[src/rtl/keypad_scanner.sv]
// keypad_scanner
//   Scans a 4x4 active-low matrix keypad and turns each debounced key press
//   into a single-cycle {row, col} code on key_coord.
//
//   Output protocol: key_coord is a push-only event stream with no ready.
//   A nonzero value is valid for exactly the one cycle in which it appears,
//   and the consumer must take it in that cycle. 8'h00 means "no event".
//
// Parameters
//   SCAN_DIV      clk cycles per column dwell (>= 2); rows sampled on the last
//   DEBOUNCE_CNT  identical samples needed to accept a press or a release (>= 1)
//
// Ports
//   clk        system clock, posedge
//   rst        synchronous active-high reset
//   row_in     keypad rows, active-low, asynchronous to clk
//   col_out    active-low one-hot column strobe
//   key_coord  {row, col} active-low code for one cycle per press, else 8'h00
//   key_held   high while a debounced key is held
//   state_dbg  current FSM state (0 SCAN, 1 DEBOUNCE, 2 HOLD)

module keypad_scanner #(
    parameter logic [15:0] SCAN_DIV     = 16'd50000,
    parameter logic [3:0]  DEBOUNCE_CNT = 4'd4
) (
    input  logic       clk,
    input  logic       rst,
    input  logic [3:0] row_in,
    output logic [3:0] col_out,
    output logic [7:0] key_coord,
    output logic       key_held,
    output logic [1:0] state_dbg
);

    typedef enum logic [1:0] {
        SCAN     = 2'd0,
        DEBOUNCE = 2'd1,
        HOLD     = 2'd2
    } state_t;

    state_t      state_q, state_n;
    logic [3:0]  row_m, row_s;
    logic [15:0] dwell_q, dwell_n;
    logic [3:0]  col_n;
    logic [3:0]  cnt_q, cnt_n;
    logic [7:0]  code_q, code_n;
    logic [7:0]  coord_n;
    logic        held_n;

    logic        sample;
    logic        single_low;
    logic [3:0]  row_low;
    logic [3:0]  col_rot;

    // Two-flop synchronizer; everything downstream looks at row_s only.
    always_ff @(posedge clk) begin
        if (rst) begin
            row_m <= 4'b1111;
            row_s <= 4'b1111;
        end else begin
            row_m <= row_in;
            row_s <= row_m;
        end
    end

    assign sample  = (dwell_q == SCAN_DIV - 16'd1);
    assign row_low = ~row_s;
    // Exactly one row low; two or more is a ghost/multi-key pattern.
    assign single_low = (row_low != 4'd0) && ((row_low & (row_low - 4'd1)) == 4'd0);
    assign col_rot = {col_out[2:0], col_out[3]};

    always_ff @(posedge clk) begin
        if (rst) begin
            state_q   <= SCAN;
            dwell_q   <= 16'd0;
            col_out   <= 4'b1110;
            cnt_q     <= 4'd0;
            code_q    <= 8'h00;
            key_coord <= 8'h00;
            key_held  <= 1'b0;
        end else begin
            state_q   <= state_n;
            dwell_q   <= dwell_n;
            col_out   <= col_n;
            cnt_q     <= cnt_n;
            code_q    <= code_n;
            key_coord <= coord_n;
            key_held  <= held_n;
        end
    end

    always_comb begin
        state_n = state_q;
        dwell_n = sample ? 16'd0 : dwell_q + 16'd1;
        col_n   = col_out;
        cnt_n   = cnt_q;
        code_n  = code_q;
        coord_n = 8'h00;
        held_n  = key_held;

        case (state_q)
            SCAN: begin
                if (sample) begin
                    if (single_low) begin
                        // The detecting sample already counts as the first match.
                        code_n  = {row_s, col_out};
                        cnt_n   = 4'd1;
                        state_n = DEBOUNCE;
                    end else begin
                        col_n = col_rot;
                    end
                end
            end

            DEBOUNCE: begin
                // Counter reaching the threshold is acted on one cycle later;
                // that cycle is never a sample point since SCAN_DIV >= 2.
                if (cnt_q == DEBOUNCE_CNT) begin
                    coord_n = code_q;
                    held_n  = 1'b1;
                    cnt_n   = 4'd0;
                    state_n = HOLD;
                end else if (sample) begin
                    if (row_s == code_q[7:4]) begin
                        cnt_n = cnt_q + 4'd1;
                    end else begin
                        cnt_n   = 4'd0;
                        col_n   = col_rot;
                        state_n = SCAN;
                    end
                end
            end

            HOLD: begin
                // Release debounce reuses cnt_q; any non-idle sample restarts it,
                // so a second key pressed meanwhile simply delays the release.
                if (sample) begin
                    if (row_s == 4'b1111) begin
                        if (cnt_q + 4'd1 == DEBOUNCE_CNT) begin
                            held_n  = 1'b0;
                            col_n   = 4'b1110;
                            dwell_n = 16'd0;
                            cnt_n   = 4'd0;
                            state_n = SCAN;
                        end else begin
                            cnt_n = cnt_q + 4'd1;
                        end
                    end else begin
                        cnt_n = 4'd0;
                    end
                end
            end

            default: begin
                state_n = SCAN;
                col_n   = 4'b1110;
                cnt_n   = 4'd0;
                held_n  = 1'b0;
            end
        endcase
    end

    assign state_dbg = state_q;

endmodule

[config.mk]
export PLATFORM = sky130hd
export DESIGN_NAME = keypad_scanner
export DESIGN_NICKNAME = d
export VERILOG_FILES = /design/src/rtl/keypad_scanner.sv
export SDC_FILE = /design/constraint.sdc
export NUM_CORES = 1
export LEC_CHECK = 0
export CORE_ASPECT_RATIO = 1.25
export CORE_MARGIN = 8
export CORE_UTILIZATION = 56
export DETAILED_ROUTE_END_ITERATION = 12
export PLACE_DENSITY = 0.77
export SLEW_MARGIN = 20
export SYNTH_ARGS = -nofsm -noshare
export SYNTH_HDL_FRONTEND = slang
export SYNTH_SLANG_ARGS = --single-unit
export TNS_END_PERCENT = 50
[constraint.sdc]
create_clock -name clk -period 2.8 [get_ports clk]
set_clock_uncertainty 0.1 [all_clocks]
set_input_delay 0.42 -clock clk [delete_from_list [all_inputs] [get_ports clk]]
set_output_delay 0.42 -clock clk [all_outputs]
set_load 0.005 [all_outputs]
==> qor.yml <==
clocking:
  cts_setup_buffers: 0
  ctsHoldBuffers: 0
  cts.path.max_buffers: 2
  cts_root_buf: "clkbuf_8"
  htree_num_levels: 2
  clk_pin_slew_worst_paths_ps: 80
  cts_sinks: 51
  clk_latency_ps: 300
  cts_resized: 0
  tritoncts: "done"
  cts_buffers: 5
drt:
  wl_um: 3940
  drc: 0
  viasPerCell: 5.36
  drt_iter0_markers: 85
  antenna_left: 0
  wl_per_cell_um: 12.7
  drt_pass1_iterations: 5
  vias: 1657
run_status:
  status: "finished clean"
timing:
  slew_headroom_pct: 62.8
  slew_violations: 0
  min_period_ps: 2220
  timing.hold.ws_ps: 312
  worst_slack_ps: 576
  setup_violations: 0
  setup_tns_ps: 0
  min_period_over_period_pct: 79.4
  rsz0062_at_grt: "no"
  tightest_slew_ps: 558
  fmax_mhz: 450
  hold_viol: 0
final_layout:
  fin_cells: 309
  multi_input_area_sq_um: 1120
  area_growth_pct: 14.8
  diodes: 0
  drive_above_1_share_pct: 9.02
  regArea_sq_um: 1020
  final_nets: 264
  final_common_cell: "dfxtp_1"
  mostFrequentLayoutCells: "dfxtp_1, nor2_1, clkdlybuf4s50_1"
  filler_cell_count: 324
synthesis:
  yosysUniqueCellTypes: 44
  ys_ff_latch: 51
  syn_nets: 249
  synth_edf_count: 0
  synthArstFlopShare_pct: 0
  yosys_warnings: 0
  ys_seq_area_share_pct: 45.8
  synthFlopType: "dfxtp_1"
  synth_area_per_cell_sq_um: 9.33
  syn-cell-area_sq_um: 2230
  syn_inst: 239
global_routing:
  grt_overflow: 0
  grt_pass1_wl_um: 6910
  grt_max_degree: 26
  grt_pass1_vias: 1561
  grtUsageTotal_pct: 13.5
  antenna_found_initial: 0
critical_path:
  worst-path-max-fanout: 9
  criticalPathCategory: "flop to flop"
  worstPathRequired_ps: 2890
  worstSetupStartpointType: "flop"
  end_kind: "flop"
  cp.arrival_ps: 2320
power_and_ir_drop:
  powerDensity_nw_per_um2: 510
  leakagePower_nw: 0.993
  fin_total_pwr_mw: 1.31
  ir_drop_v: 0.000458
flow_run:
  maxCapViolCount: 0
placement:
  gp_congestion: 0.787
  io_buffers: 20
  pre_cts_slack_ps: 613
  dp_hpwl_um: 2820
  dp.cells: 301
floorplanning:
  start_util_pct: 58.4
  rows: 25
  num_io_pins: 21
  die_w_um: 72.4
  dieArea_sq_um: 6270
  coreArea_sq_um: 3820
  die_h_um: 86.5
hold_path:
  min_path_type: "flop to flop"
[worst paths after layout]
path,cells after the start,to,slack (ps),from
worst max-delay path,7,cnt_q[0],580,cnt_q[0]
worst min-delay path,1,row_s[3],310,row_m[3]
worst max register to register,7,cnt_q[0],580,cnt_q[0]
worst min register to register,1,row_s[3],310,row_m[3]
[worst max-delay path, cell delays in order (launching register included)]
cell and delay [ps]:
dfxtp_1 500, inv_1 80, ha_1 200, and3b_1 190, or3_1 410, nor2_2 220, o21ai_0 120, a311oi_1 300
[synthesized netlist by cell type (7+ instances only)]
master	n	share of area, %
dfxtp_1	51	46
xnor2_1	8	3.1
or2_2	8	2.2
mux2i_1	12	5.4
nor3_1	7	1.6
nor2_1	33	5.6
clkbuf_1	9	1.5
nand2_1	13	2.2
and2_1	12	3.4
nand3_1	7	1.6
xor2_1	10	3.9
[through the flow]
step	utilization, %	area, sq um
floorplan	-	2230
global placement	63.9	2440
detailed placement	63.9	2440
CTS	67.1	2560
global route	67.1	2560
finish	67.1	2560
[where the power goes]
part           leakage [nW]  internal (mW)  switching, mW
Clock                0.0618          0.294          0.231
Combinational         0.518         0.0205         0.0195
Sequential            0.413          0.734        0.00774
Total                 0.993           1.05          0.259
[layer usage]
| layer | part of all wire (%) | GRT usage [%] |
|---|---|---|
| met2 | 47 | 22.3 |
| met5 | 0 | 0 |
| met1 | 47 | 16.0 |
| met3 | 4.1 | 4.16 |
| met4 | 1.0 | 4.74 |
[registers in the layout (all words and copies together) (netlist names)]
register / count
key_coord: 8
col_out: 4
row_s: 4
code_q: 8
dwell_q: 16
key_held: 1
row_m: 4
cnt_q: 4
state_dbg: 2
[cell families (layout without fill, tap and decap cells)]
kind of cell	count (synthesis)	count (layout)	share of synthesized area, %
adder cells (fa/ha/maj)	4	4	2.24
XOR/XNOR	18	18	7.07
AND/OR/NAND/NOR	111	111	27.9
buffers and inverters	18	34	3.82
multiplexers	12	12	5.39
AO/OA/AOI/OAI	25	25	7.80
flip-flops	51	51	45.8
[area by class of cell]
type / count / share of cell area, %
clock buffer: 6 / 3.23
clock inverter: 2 / 1.52
inverter: 5 / 0.733
multi-input combinational: 170 / 43.9
sequential: 51 / 39.9
tap: 54 / 2.64
timing repair buffer: 21 / 8.11
Power figures use the tool's default switching activity.
